===== src/rtl/xillybus_axi_wr_arbiter_if.sv =====
// AXI3 write-channel bundle (AW, W, B) for one master/slave link of the write arbiter.
// The master modport is the side that issues addresses and data; the slave modport accepts them.
interface xillybus_axi_wr_arbiter_if #(
    parameter int unsigned ADDR_W = 32,
    parameter int unsigned DATA_W = 64
);
    logic                  awvalid;
    logic                  awready;
    logic [ADDR_W-1:0]     awaddr;
    logic [3:0]            awlen;
    logic [2:0]            awsize;
    logic [1:0]            awburst;
    logic [2:0]            awprot;
    logic [3:0]            awcache;

    logic                  wvalid;
    logic                  wready;
    logic [DATA_W-1:0]     wdata;
    logic [DATA_W/8-1:0]   wstrb;
    logic                  wlast;

    logic                  bvalid;
    logic                  bready;
    logic [1:0]            bresp;

    modport master (
        output awvalid, awaddr, awlen, awsize, awburst, awprot, awcache,
        input  awready,
        output wvalid, wdata, wstrb, wlast,
        input  wready,
        input  bvalid, bresp,
        output bready
    );

    modport slave (
        input  awvalid, awaddr, awlen, awsize, awburst, awprot, awcache,
        output awready,
        input  wvalid, wdata, wstrb, wlast,
        output wready,
        output bvalid, bresp,
        input  bready
    );
endinterface


===== src/rtl/xillybus_axi_wr_arbiter.sv =====
// Round-robin arbiter sharing one AXI3 write master port between two requesters.
// Grant is held from AW handshake through B; WLAST is regenerated from the beat count.
module xillybus_axi_wr_arbiter #(
    parameter int unsigned C_M_AXI_ADDR_WIDTH = 32,
    parameter int unsigned C_M_AXI_DATA_WIDTH = 64
) (
    input  logic                            m_axi_aclk,
    input  logic                            m_axi_aresetn,
    xillybus_axi_wr_arbiter_if.slave        s0,
    xillybus_axi_wr_arbiter_if.slave        s1,
    xillybus_axi_wr_arbiter_if.master       m_axi,
    output logic [1:0]                      grant,
    output logic                            wlast_err
);

    typedef enum logic [1:0] {
        ST_IDLE = 2'd0,
        ST_ADDR = 2'd1,
        ST_DATA = 2'd2,
        ST_RESP = 2'd3
    } state_t;

    state_t       state_q, state_d;
    logic [1:0]   grant_q, grant_d;
    logic         ptr_q, ptr_d;
    logic [3:0]   beat_q, beat_d;
    logic [3:0]   len_q, len_d;
    logic         wlast_err_q, wlast_err_d;

    // Granted requester's view, selected by the one-hot grant (bit 1 means s1)
    logic                              sel;
    logic                              sel_awvalid;
    logic [C_M_AXI_ADDR_WIDTH-1:0]     sel_awaddr;
    logic [3:0]                        sel_awlen;
    logic [2:0]                        sel_awsize;
    logic [1:0]                        sel_awburst;
    logic [2:0]                        sel_awprot;
    logic [3:0]                        sel_awcache;
    logic                              sel_wvalid;
    logic [C_M_AXI_DATA_WIDTH-1:0]     sel_wdata;
    logic [C_M_AXI_DATA_WIDTH/8-1:0]   sel_wstrb;
    logic                              sel_wlast;
    logic                              sel_bready;

    logic        gnt_awready;
    logic        gnt_wready;
    logic        gnt_bvalid;
    logic [1:0]  gnt_bresp;
    logic        last_beat;

    assign sel         = grant_q[1];
    assign sel_awvalid = sel ? s1.awvalid : s0.awvalid;
    assign sel_awaddr  = sel ? s1.awaddr  : s0.awaddr;
    assign sel_awlen   = sel ? s1.awlen   : s0.awlen;
    assign sel_awsize  = sel ? s1.awsize  : s0.awsize;
    assign sel_awburst = sel ? s1.awburst : s0.awburst;
    assign sel_awprot  = sel ? s1.awprot  : s0.awprot;
    assign sel_awcache = sel ? s1.awcache : s0.awcache;
    assign sel_wvalid  = sel ? s1.wvalid  : s0.wvalid;
    assign sel_wdata   = sel ? s1.wdata   : s0.wdata;
    assign sel_wstrb   = sel ? s1.wstrb   : s0.wstrb;
    assign sel_wlast   = sel ? s1.wlast   : s0.wlast;
    assign sel_bready  = sel ? s1.bready  : s0.bready;

    assign last_beat = (beat_q == len_q);

    always_ff @(posedge m_axi_aclk) begin
        if (!m_axi_aresetn) begin
            state_q     <= ST_IDLE;
            grant_q     <= '0;
            ptr_q       <= 1'b0;
            beat_q      <= '0;
            len_q       <= '0;
            wlast_err_q <= 1'b0;
        end else begin
            state_q     <= state_d;
            grant_q     <= grant_d;
            ptr_q       <= ptr_d;
            beat_q      <= beat_d;
            len_q       <= len_d;
            wlast_err_q <= wlast_err_d;
        end
    end

    always_comb begin
        state_d       = state_q;
        grant_d       = grant_q;
        ptr_d         = ptr_q;
        beat_d        = beat_q;
        len_d         = len_q;
        wlast_err_d   = wlast_err_q;

        m_axi.awvalid = 1'b0;
        m_axi.awaddr  = '0;
        m_axi.awlen   = '0;
        m_axi.awsize  = '0;
        m_axi.awburst = '0;
        m_axi.awprot  = '0;
        m_axi.awcache = '0;
        m_axi.wvalid  = 1'b0;
        m_axi.wdata   = '0;
        m_axi.wstrb   = '0;
        m_axi.wlast   = 1'b0;
        m_axi.bready  = 1'b0;

        gnt_awready   = 1'b0;
        gnt_wready    = 1'b0;
        gnt_bvalid    = 1'b0;
        gnt_bresp     = '0;

        case (state_q)
            ST_IDLE: begin
                if (s0.awvalid || s1.awvalid) begin
                    if (s0.awvalid && s1.awvalid) begin
                        grant_d = ptr_q ? 2'b10 : 2'b01;
                    end else if (s0.awvalid) begin
                        grant_d = 2'b01;
                    end else begin
                        grant_d = 2'b10;
                    end
                    state_d = ST_ADDR;
                end
            end

            ST_ADDR: begin
                m_axi.awvalid = sel_awvalid;
                m_axi.awaddr  = sel_awaddr;
                m_axi.awlen   = sel_awlen;
                m_axi.awsize  = sel_awsize;
                m_axi.awburst = sel_awburst;
                m_axi.awprot  = sel_awprot;
                m_axi.awcache = sel_awcache;
                gnt_awready   = m_axi.awready;
                if (sel_awvalid && m_axi.awready) begin
                    len_d   = sel_awlen;
                    beat_d  = '0;
                    state_d = ST_DATA;
                end
            end

            ST_DATA: begin
                m_axi.wvalid = sel_wvalid;
                m_axi.wdata  = sel_wdata;
                m_axi.wstrb  = sel_wstrb;
                m_axi.wlast  = last_beat;
                gnt_wready   = m_axi.wready;
                if (sel_wvalid && m_axi.wready) begin
                    if (sel_wlast != last_beat) begin
                        wlast_err_d = 1'b1;
                    end
                    // Beat counter holds at len on the final beat so awlen=15 never wraps
                    if (last_beat) begin
                        state_d = ST_RESP;
                    end else begin
                        beat_d = beat_q + 4'd1;
                    end
                end
            end

            ST_RESP: begin
                gnt_bvalid   = m_axi.bvalid;
                gnt_bresp    = m_axi.bresp;
                m_axi.bready = sel_bready;
                if (m_axi.bvalid && sel_bready) begin
                    ptr_d   = ~sel;
                    grant_d = '0;
                    state_d = ST_IDLE;
                end
            end

            default: begin
                state_d = ST_IDLE;
                grant_d = '0;
            end
        endcase
    end

    assign s0.awready = grant_q[0] & gnt_awready;
    assign s0.wready  = grant_q[0] & gnt_wready;
    assign s0.bvalid  = grant_q[0] & gnt_bvalid;
    assign s0.bresp   = grant_q[0] ? gnt_bresp : 2'b00;

    assign s1.awready = grant_q[1] & gnt_awready;
    assign s1.wready  = grant_q[1] & gnt_wready;
    assign s1.bvalid  = grant_q[1] & gnt_bvalid;
    assign s1.bresp   = grant_q[1] ? gnt_bresp : 2'b00;

    assign grant     = grant_q;
    assign wlast_err = wlast_err_q;

endmodule

===== src/flat_wrapper.sv =====
// flat-port wrapper written by rule: the top's interface ports become plain ports
module xillybus_axi_wr_arbiter_flat 
#(
    parameter int unsigned C_M_AXI_ADDR_WIDTH = 32,
    parameter int unsigned C_M_AXI_DATA_WIDTH = 64
)
  (m_axi_aclk, m_axi_aresetn, grant, wlast_err, s0_awvalid, s0_awaddr, s0_awlen, s0_awsize, s0_awburst, s0_awprot, s0_awcache, s0_awready, s0_wvalid, s0_wdata, s0_wstrb, s0_wlast, s0_wready, s0_bvalid, s0_bresp, s0_bready, s1_awvalid, s1_awaddr, s1_awlen, s1_awsize, s1_awburst, s1_awprot, s1_awcache, s1_awready, s1_wvalid, s1_wdata, s1_wstrb, s1_wlast, s1_wready, s1_bvalid, s1_bresp, s1_bready, m_axi_awvalid, m_axi_awaddr, m_axi_awlen, m_axi_awsize, m_axi_awburst, m_axi_awprot, m_axi_awcache, m_axi_awready, m_axi_wvalid, m_axi_wdata, m_axi_wstrb, m_axi_wlast, m_axi_wready, m_axi_bvalid, m_axi_bresp, m_axi_bready);
  xillybus_axi_wr_arbiter_if s0_i ();
  xillybus_axi_wr_arbiter_if s1_i ();
  xillybus_axi_wr_arbiter_if m_axi_i ();
  input  logic m_axi_aclk;
  input  logic m_axi_aresetn;
  output logic [1:0] grant;
  output logic wlast_err;
  input wire logic [$bits(s0_i.awvalid)-1:0] s0_awvalid;
  input wire logic [$bits(s0_i.awaddr)-1:0] s0_awaddr;
  input wire logic [$bits(s0_i.awlen)-1:0] s0_awlen;
  input wire logic [$bits(s0_i.awsize)-1:0] s0_awsize;
  input wire logic [$bits(s0_i.awburst)-1:0] s0_awburst;
  input wire logic [$bits(s0_i.awprot)-1:0] s0_awprot;
  input wire logic [$bits(s0_i.awcache)-1:0] s0_awcache;
  output wire logic [$bits(s0_i.awready)-1:0] s0_awready;
  input wire logic [$bits(s0_i.wvalid)-1:0] s0_wvalid;
  input wire logic [$bits(s0_i.wdata)-1:0] s0_wdata;
  input wire logic [$bits(s0_i.wstrb)-1:0] s0_wstrb;
  input wire logic [$bits(s0_i.wlast)-1:0] s0_wlast;
  output wire logic [$bits(s0_i.wready)-1:0] s0_wready;
  output wire logic [$bits(s0_i.bvalid)-1:0] s0_bvalid;
  output wire logic [$bits(s0_i.bresp)-1:0] s0_bresp;
  input wire logic [$bits(s0_i.bready)-1:0] s0_bready;
  input wire logic [$bits(s1_i.awvalid)-1:0] s1_awvalid;
  input wire logic [$bits(s1_i.awaddr)-1:0] s1_awaddr;
  input wire logic [$bits(s1_i.awlen)-1:0] s1_awlen;
  input wire logic [$bits(s1_i.awsize)-1:0] s1_awsize;
  input wire logic [$bits(s1_i.awburst)-1:0] s1_awburst;
  input wire logic [$bits(s1_i.awprot)-1:0] s1_awprot;
  input wire logic [$bits(s1_i.awcache)-1:0] s1_awcache;
  output wire logic [$bits(s1_i.awready)-1:0] s1_awready;
  input wire logic [$bits(s1_i.wvalid)-1:0] s1_wvalid;
  input wire logic [$bits(s1_i.wdata)-1:0] s1_wdata;
  input wire logic [$bits(s1_i.wstrb)-1:0] s1_wstrb;
  input wire logic [$bits(s1_i.wlast)-1:0] s1_wlast;
  output wire logic [$bits(s1_i.wready)-1:0] s1_wready;
  output wire logic [$bits(s1_i.bvalid)-1:0] s1_bvalid;
  output wire logic [$bits(s1_i.bresp)-1:0] s1_bresp;
  input wire logic [$bits(s1_i.bready)-1:0] s1_bready;
  output wire logic [$bits(m_axi_i.awvalid)-1:0] m_axi_awvalid;
  output wire logic [$bits(m_axi_i.awaddr)-1:0] m_axi_awaddr;
  output wire logic [$bits(m_axi_i.awlen)-1:0] m_axi_awlen;
  output wire logic [$bits(m_axi_i.awsize)-1:0] m_axi_awsize;
  output wire logic [$bits(m_axi_i.awburst)-1:0] m_axi_awburst;
  output wire logic [$bits(m_axi_i.awprot)-1:0] m_axi_awprot;
  output wire logic [$bits(m_axi_i.awcache)-1:0] m_axi_awcache;
  input wire logic [$bits(m_axi_i.awready)-1:0] m_axi_awready;
  output wire logic [$bits(m_axi_i.wvalid)-1:0] m_axi_wvalid;
  output wire logic [$bits(m_axi_i.wdata)-1:0] m_axi_wdata;
  output wire logic [$bits(m_axi_i.wstrb)-1:0] m_axi_wstrb;
  output wire logic [$bits(m_axi_i.wlast)-1:0] m_axi_wlast;
  input wire logic [$bits(m_axi_i.wready)-1:0] m_axi_wready;
  input wire logic [$bits(m_axi_i.bvalid)-1:0] m_axi_bvalid;
  input wire logic [$bits(m_axi_i.bresp)-1:0] m_axi_bresp;
  output wire logic [$bits(m_axi_i.bready)-1:0] m_axi_bready;
  assign s0_i.awvalid = s0_awvalid;
  assign s0_i.awaddr = s0_awaddr;
  assign s0_i.awlen = s0_awlen;
  assign s0_i.awsize = s0_awsize;
  assign s0_i.awburst = s0_awburst;
  assign s0_i.awprot = s0_awprot;
  assign s0_i.awcache = s0_awcache;
  assign s0_awready = s0_i.awready;
  assign s0_i.wvalid = s0_wvalid;
  assign s0_i.wdata = s0_wdata;
  assign s0_i.wstrb = s0_wstrb;
  assign s0_i.wlast = s0_wlast;
  assign s0_wready = s0_i.wready;
  assign s0_bvalid = s0_i.bvalid;
  assign s0_bresp = s0_i.bresp;
  assign s0_i.bready = s0_bready;
  assign s1_i.awvalid = s1_awvalid;
  assign s1_i.awaddr = s1_awaddr;
  assign s1_i.awlen = s1_awlen;
  assign s1_i.awsize = s1_awsize;
  assign s1_i.awburst = s1_awburst;
  assign s1_i.awprot = s1_awprot;
  assign s1_i.awcache = s1_awcache;
  assign s1_awready = s1_i.awready;
  assign s1_i.wvalid = s1_wvalid;
  assign s1_i.wdata = s1_wdata;
  assign s1_i.wstrb = s1_wstrb;
  assign s1_i.wlast = s1_wlast;
  assign s1_wready = s1_i.wready;
  assign s1_bvalid = s1_i.bvalid;
  assign s1_bresp = s1_i.bresp;
  assign s1_i.bready = s1_bready;
  assign m_axi_awvalid = m_axi_i.awvalid;
  assign m_axi_awaddr = m_axi_i.awaddr;
  assign m_axi_awlen = m_axi_i.awlen;
  assign m_axi_awsize = m_axi_i.awsize;
  assign m_axi_awburst = m_axi_i.awburst;
  assign m_axi_awprot = m_axi_i.awprot;
  assign m_axi_awcache = m_axi_i.awcache;
  assign m_axi_i.awready = m_axi_awready;
  assign m_axi_wvalid = m_axi_i.wvalid;
  assign m_axi_wdata = m_axi_i.wdata;
  assign m_axi_wstrb = m_axi_i.wstrb;
  assign m_axi_wlast = m_axi_i.wlast;
  assign m_axi_i.wready = m_axi_wready;
  assign m_axi_i.bvalid = m_axi_bvalid;
  assign m_axi_i.bresp = m_axi_bresp;
  assign m_axi_bready = m_axi_i.bready;
  xillybus_axi_wr_arbiter #(.C_M_AXI_ADDR_WIDTH(C_M_AXI_ADDR_WIDTH), .C_M_AXI_DATA_WIDTH(C_M_AXI_DATA_WIDTH)) u_core (.m_axi_aclk(m_axi_aclk), .m_axi_aresetn(m_axi_aresetn), .s0(s0_i), .s1(s1_i), .m_axi(m_axi_i), .grant(grant), .wlast_err(wlast_err));
endmodule

===== config.mk =====
export PLATFORM = sky130hd
export DESIGN_NAME = xillybus_axi_wr_arbiter_flat
export DESIGN_NICKNAME = d
export VERILOG_FILES = /design/src/rtl/xillybus_axi_wr_arbiter_if.sv /design/src/rtl/xillybus_axi_wr_arbiter.sv /design/src/flat_wrapper.sv
export SDC_FILE = /design/constraint.sdc
export NUM_CORES = 1
export LEC_CHECK = 0
export CORE_AREA = 2 2 152 154
export DETAILED_ROUTE_END_ITERATION = 10
export DIE_AREA = 0 0 154 156
export GPL_TIMING_DRIVEN = 0
export SYNTH_ARGS = -nofsm -noshare
export SYNTH_HDL_FRONTEND = slang
export SYNTH_SLANG_ARGS = --single-unit

===== constraint.sdc =====
create_clock -name m_axi_aclk -period 1.5 [get_ports m_axi_aclk]
set_input_delay 0.15 -clock m_axi_aclk [delete_from_list [all_inputs] [get_ports m_axi_aclk]]
set_output_delay 0.15 -clock m_axi_aclk [all_outputs]
set_load 0.03 [all_outputs]

==> results.yml, run 1 <==
status:
  outcome: "complete, but fails checks"
  failed_checks: "negative setup slack"
clock_network:
  cts_root_buffer: "clkbuf_16"
  clk_path_buf_depth: 2
  clkTransAtPathRegs_ns: 0.05
  clock-sinks: 14
  hold_buffers: 0
  clock_latency_ns: 0.24
  htree_levels: 1
  tritoncts: "yes"
  numCtsBuffers: 3
finish:
  seq_area_um2: 297
  fillCellCount: 1992
  layout.nets: 1150
  multiInputGateArea_um2: 4240
  layout-drive-gt1-share: 0.598
  syn2layout_area_growth_pct: 301
route:
  wirelength_um: 21900
  firstDrtPassIters: 6
  ant_nets: 0
  drcViolationCount: 0
  wl_per_cell_um: 18.7
  drt-vias-per-instance: 4.14
  num_vias: 4863
  drtIter0Drc: 133
timing:
  worst_slew_pin_slew_ns: 0.404
  hold_ws_ns: 0.484
  worst_slack_ns: -0.406
  fin_skew_ns: 0.00188
  clock.fmax_mhz: 525
  post-route-period-util: 1.27
  hold_viol_final: 0
  max_slew_margin: 0.731
  slew_violations: 0
  rsz0062_at_grt: "yes"
  min_period_ns: 1.91
  setup_viol: 142
grt:
  first_global_vias: 4786
  grt_max_degree: 11
  antenna_found_initial: 1
  grt_pass1_wl_um: 28000
  grt_overflow: 0
  gr-usage-all-layers: 0.149
yosys:
  synthesis.nets: 638
  synth_cells: 378
  avgSynthCellArea_um2: 7.42
  synth_mux_area_frac: 0.457
  syn-cell-area_um2: 2800
  ys_ff_latch: 14
  ys_seq_area_frac: 0.100
  synth.distinct_cells: 29
  synth-compound-area-share: 0.0504
  yosys.area_share.simple: 0.299
  synthAdderAreaFrac: 0.0223
  synthXorXnorAreaFrac: 0.0156
  synth_top_family_by_area: "multiplexers"
  ys_warn_count: 0
worst_hold_path:
  min_path_cells: 2
  hold_path_class: "flip-flop to flip-flop"
setup_path:
  r2r_setup_slack_ns: -0.35
  r2r-start: "u_core.grant[1]"
  critical_path_class: "flip-flop to primary output"
  reg2reg_to: "u_core.beat_q[2]"
  cp_max_fo: 5
  crit_end: "m_axi_awaddr[2]"
  end_kind: "primary output"
  cp.required_ns: 1.35
  worstRegToRegCells: 9
  worst_ep_arrival_time_ns: 1.76
  cp-start-kind: "flip-flop"
  critical_path.startpoint: "u_core.grant[1]"
pwr:
  pwr-share-clk: 0.036
  leakage_nw: 4.17
  swShare: 0.420
  powerDensity_nw_per_um2: 1370
  intPower_mw: 8.95
  max-vdd-ir-drop_mv: 0.863
  combPwrFrac: 0.928
  sequentialPowerShare: 0.036
  netSwitchingPower_mw: 6.49
flow_run:
  maxCapViolCount: 0
die:
  floorplan.die.width_um: 154
  fp-row-count: 55
  fp.dieH_um: 156
  coreArea_um2: 22400
  initial_core_util: 0.125
  die_area_um2: 24000
  ioPinCount: 392
placement:
  gp_congestion: 0.755
  port_buffers: 391
  dp_hpwl_um: 15000
  pre_cts_slack_ns: -0.952
-- cell families (layout without fill, tap and decap cells) --
kind of cell,Yosys count,after routing
xor+xnor,5,5
buf+inv,36,547
flops,14,14
compound gates,20,20
mux,128,128
other cells,0,1
simple gates,170,170
fa+ha+maj,5,5
-- state kept, by name (all words and copies together) (netlist names) --
name / cells
u_core.wlast_err: 1
u_core.ptr_q: 1
u_core.beat_q: 4
u_core.len_q: 4
u_core.grant: 2
u_core.state_q: 2
-- metrics by stage --
stage	TNS, ns	instances	util	cell area [µm²]	power (mW)
6_report	-40.82	1175	0.503	11200	15.4
5_1_grt	-47.69	1175	0.503	11200	16.1
4_1_cts	-44.31	1103	0.446	9980	13.2
3_5_place_dp	-95.92	1054	0.366	8200	9.48
3_3_place_gp	-96.51	1054	0.366	8200	9.48
2_1_floorplan	-0.660	378	-	3930	6.39
-- worst max-delay path, cell delays in order, from the launching register on --
cell	delay, ns
dfxtp_4	0.35
buf_12	0.13
buf_6	0.11
buf_12	0.12
buf_12	0.12
buf_6	0.11
buf_12	0.13
mux2i_2	0.23
nor2b_4	0.07
buf_6	0.14
-- worst min-delay path by stage --
stage / slack [ns] / end / from
after floorplan: 0.28 / u_core.len_q[2] / m_axi_aresetn
after global placement: 0.48 / u_core.wlast_err / u_core.wlast_err
after detailed placement: 0.50 / u_core.beat_q[3] / u_core.beat_q[3]
after CTS: 0.50 / u_core.beat_q[3] / u_core.beat_q[3]
after global routing: 0.50 / u_core.beat_q[3] / u_core.beat_q[3]
final: 0.48 / u_core.beat_q[3] / u_core.beat_q[3]
-- synthesized netlist by cell type, drive strengths merged --
cell | instances | area share
a31oi | 1 | 0.0022
inv | 5 | 0.0067
a21oi | 3 | 0.0054
or3 | 1 | 0.0022
nand2 | 11 | 0.015
clkbuf | 16 | 0.021
xor2 | 1 | 0.0031
o21a | 1 | 0.0027
nor2b | 59 | 0.13
ha | 5 | 0.022
and3 | 12 | 0.027
and3b | 1 | 0.0031
o31a | 1 | 0.0031
buf | 15 | 0.028
o21ai | 6 | 0.011
a22oi | 5 | 0.013
nand4 | 2 | 0.0045
dfxtp | 14 | 0.10
nor2 | 79 | 0.11
o211ai | 1 | 0.0045
and2 | 1 | 0.0022
nand3 | 3 | 0.0054
mux2i | 128 | 0.46
o32ai | 1 | 0.0058
xnor2 | 4 | 0.012
a21boi | 1 | 0.0027
nor3b | 1 | 0.0027
-- layout by cell type (no fill, tap or decap), drive strengths merged --
cell	Yosys	routed
nand3	3	3
nor2	79	79
nand2	11	11
clkdlybuf4s15	0	1
o21a	1	1
ha	5	5
o21ai	6	6
o32ai	1	1
and3	12	12
a21oi	3	3
mux2i	128	128
a21boi	1	1
inv	5	5
nor2b	59	59
clkdlybuf4s50	0	256
nor3b	1	1
xnor2	4	4
dlygate4sd2	0	1
o31a	1	1
dfxtp	14	14
o211ai	1	1
and2	1	1
nand4	2	2
and3b	1	1
diode	0	1
or3	1	1
buf	15	256
a31oi	1	1
clkbuf	16	28
a22oi	5	5
xor2	1	1
-- final cells by class --
cell class                 instances  share of cell area
antenna                            1            0.000223
buffer                            28              0.0554
tap                              285              0.0317
sequential                        14              0.0264
inverter                           5             0.00256
timing repair buffer             510               0.499
clock buffer                       4             0.00790
multi-input combinational        328               0.377
-- routing by layer --
layer	part of all wire	vias to the layer above	GRT usage
met2	0.55	230	0.284
met4	0.0087	0	0.0191
met5	0	-	0
met1	0.37	2287	0.175
li1	-	2332	-
met3	0.070	14	0.0336
-- power by group through the flow --
| stage | Clock, mW | Combinational [mW] | Sequential (mW) |
|---|---|---|---|
| 2_1_floorplan | 0 | 5.85 | 0.548 |
| 3_3_place_gp | 0 | 8.95 | 0.529 |
| 3_5_place_dp | 0 | 8.96 | 0.528 |
| 4_1_cts | 0.569 | 12.1 | 0.531 |
| 5_1_grt | 0.590 | 15.0 | 0.566 |
| 6_report | 0.560 | 14.3 | 0.553 |
-- what timing repair did --
action | CTS | global route
gates resized for setup | 963 | 328
cloned | 10 | 15
endpoints found under the hold margin | 0 | 0
endpoints found under the setup margin | 146 | 147
setup buffers | 36 | 63
pin swaps | 1 | 43
(Power assumes the default switching activity.)
==> run 2, diff against run 1 <==
--- a/config.mk
+++ b/config.mk
@@ -8,7 +8,7 @@
 export CORE_AREA = 2 2 152 154
 export DETAILED_ROUTE_END_ITERATION = 10
 export DIE_AREA = 0 0 154 156
-export GPL_TIMING_DRIVEN = 0
+export GPL_TIMING_DRIVEN = 1
 export SYNTH_ARGS = -nofsm -noshare
 export SYNTH_HDL_FRONTEND = slang
 export SYNTH_SLANG_ARGS = --single-unit
==> results.yml, run 2 (synthesized netlist as in run 1, its figures left out) <==
grt:
  gr-usage-all-layers: 0.153
  antenna_found_initial: 2
  grt_pass1_wl_um: 29200
  grt_max_degree: 14
  first_global_vias: 5216
  grt_overflow: 0
die:
  coreArea_um2: 22400
  die_area_um2: 24000
  floorplan.die.width_um: 154
  initial_core_util: 0.125
  fp.dieH_um: 156
  fp-row-count: 55
  ioPinCount: 392
clock_network:
  clk_path_buf_depth: 2
  clkTransAtPathRegs_ns: 0.05
  cts_root_buffer: "clkbuf_16"
  hold_buffers: 0
  clock_latency_ns: 0.25
  tritoncts: "yes"
  numCtsBuffers: 3
  htree_levels: 1
  clock-sinks: 14
finish:
  final_util: 0.495
  final_cell_mix: "256 x clkdlybuf4s50_1, 145 x buf_6, 92 x mux2i_4"
  layout-drive-gt1-share: 0.610
  final_common_cell: "clkdlybuf4s50_1"
  top_regs: "u_core.beat_q x4, u_core.len_q x4"
  layout.nets: 1131
  syn2layout_area_growth_pct: 295
route:
  drcViolationCount: 0
  wl_per_cell_um: 17.7
  firstDrtPassIters: 4
  ant_nets: 0
  drtIter0Drc: 127
  num_vias: 4816
  drt-vias-per-instance: 4.16
  wirelength_um: 20500
placement:
  gp_congestion: 0.762
  dp_hpwl_um: 14600
  pre_cts_slack_ns: -0.276
  port_buffers: 391
timing:
  slew_violations: 0
  post-route-period-util: 1.15
  clock.fmax_mhz: 580
  setup_viol: 144
  min_period_ns: 1.72
  timing.setup.tns_ns: -21.56
  worst_slack_ns: -0.224
  fin_skew_ns: 0.00173
  hold_viol_final: 0
  worst_slew_pin_slew_ns: 0.322
  max_slew_margin: 0.785
  rsz0062_at_grt: "yes"
flow_run:
  maxCapViolCount: 0
setup_path:
  crit_chain: "buf_4 -> buf_6 -> buf_12 -> buf_12 -> mux2i_4 -> nor2_4 -> buf_12"
  worst_ep_arrival_time_ns: 1.57
  critPathBufInv: 5
  cp_slowest_cell: "dfxtp_4"
  cp.required_ns: 1.35
  crit_family: "buffers and inverters"
  cpMostUsedCell: "buf_12"
  slowest_delay_ns: 0.36
  end_kind: "primary output"
  r2r_setup_slack_ns: -0.17
  critical_path_class: "flip-flop to primary output"
  cp_max_fo: 6
  cp-start-kind: "flip-flop"
pwr:
  powerDensity_nw_per_um2: 1340
  power_mw: 14.9
  max-vdd-ir-drop_mv: 0.589
  leakage_nw: 3.96
status:
  outcome: "complete, but fails checks"
  failed_checks: "negative setup slack"
worst_hold_path:
  hold_path_class: "flip-flop to flip-flop"
[run 2: cell count changes in the layout (fill, tap and decap cells not counted), sizes merged]
| cell | before | now |
|---|---|---|
| dlygate4sd2 | 1 | 0 |
| buf | 256 | 254 |
| clkbuf | 28 | 7 |
| bufbuf | 0 | 1 |
| clkdlybuf4s15 | 1 | 4 |
| diode | 1 | 2 |
| clkdlybuf4s18 | 0 | 1 |
[run 2: final timing paths]
kind / startpoint / to / depth (start not counted)
setup / recovery: u_core.grant[1] / m_axi_wdata[62] / 7
setup reg to reg: u_core.grant[1] / u_core.beat_q[2] / 8
hold reg to reg: u_core.beat_q[3] / u_core.beat_q[3] / 2
hold / removal: u_core.beat_q[3] / u_core.beat_q[3] / 2
[run 2: per-layer routing]
metal	track usage	part of all wire	vias to the layer above
li1	-	-	2301
met1	0.171	0.37	2303
met2	0.306	0.56	208
met3	0.0292	0.062	4
met4	0.0174	0.0036	0
met5	0	0	-
[run 2: power by group]
part           switching, mW  leakage (nW)  internal [mW]  total [mW]
Clock                  0.176        0.0442          0.405       0.581
Combinational           6.14          3.80           7.66        13.8
Sequential            0.0601         0.115          0.444       0.504
Total                   6.38          3.96           8.51        14.9
[run 2: per-stage QoR]
stage / hold slack [ns] / instance area (µm²) / cells
final: 0.493 / 11100 / 1157
after global placement: 0.490 / 8350 / 1082
after CTS: 0.508 / 10600 / 1142
after global routing: 0.529 / 11100 / 1157
after floorplan: 0.278 / 3930 / 378
after detailed placement: 0.485 / 8350 / 1082
[run 2: layout make-up]
| type | instances | area [µm²] |
|---|---|---|
| tap | 285 | 357 |
| multi-input combinational | 328 | 4510 |
| timing repair buffer | 519 | 5800 |
| sequential | 14 | 287 |
| inverter | 5 | 28.8 |
| clock buffer | 4 | 88.8 |
| antenna | 2 | 5.00 |
| fill | 1959 | 11300 |
[run 2: worst reg2reg max path, stage by stage, from the launching register on]
cell,delay [ns]
dfxtp_4,0.36
buf_12,0.14
buf_6,0.12
mux2i_4,0.20
buf_6,0.14
o32ai_4,0.09
o211ai_2,0.13
or3_1,0.32
a21boi_1,0.11
[run 2: repair_timing]
item / 4_1_cts / 5_1_grt
pin swaps: 26 / 23
endpoints found under the setup margin: 145 / 147
setup buffers: 50 / 19
gates cloned: 6 / 3
resized for setup: 508 / 115
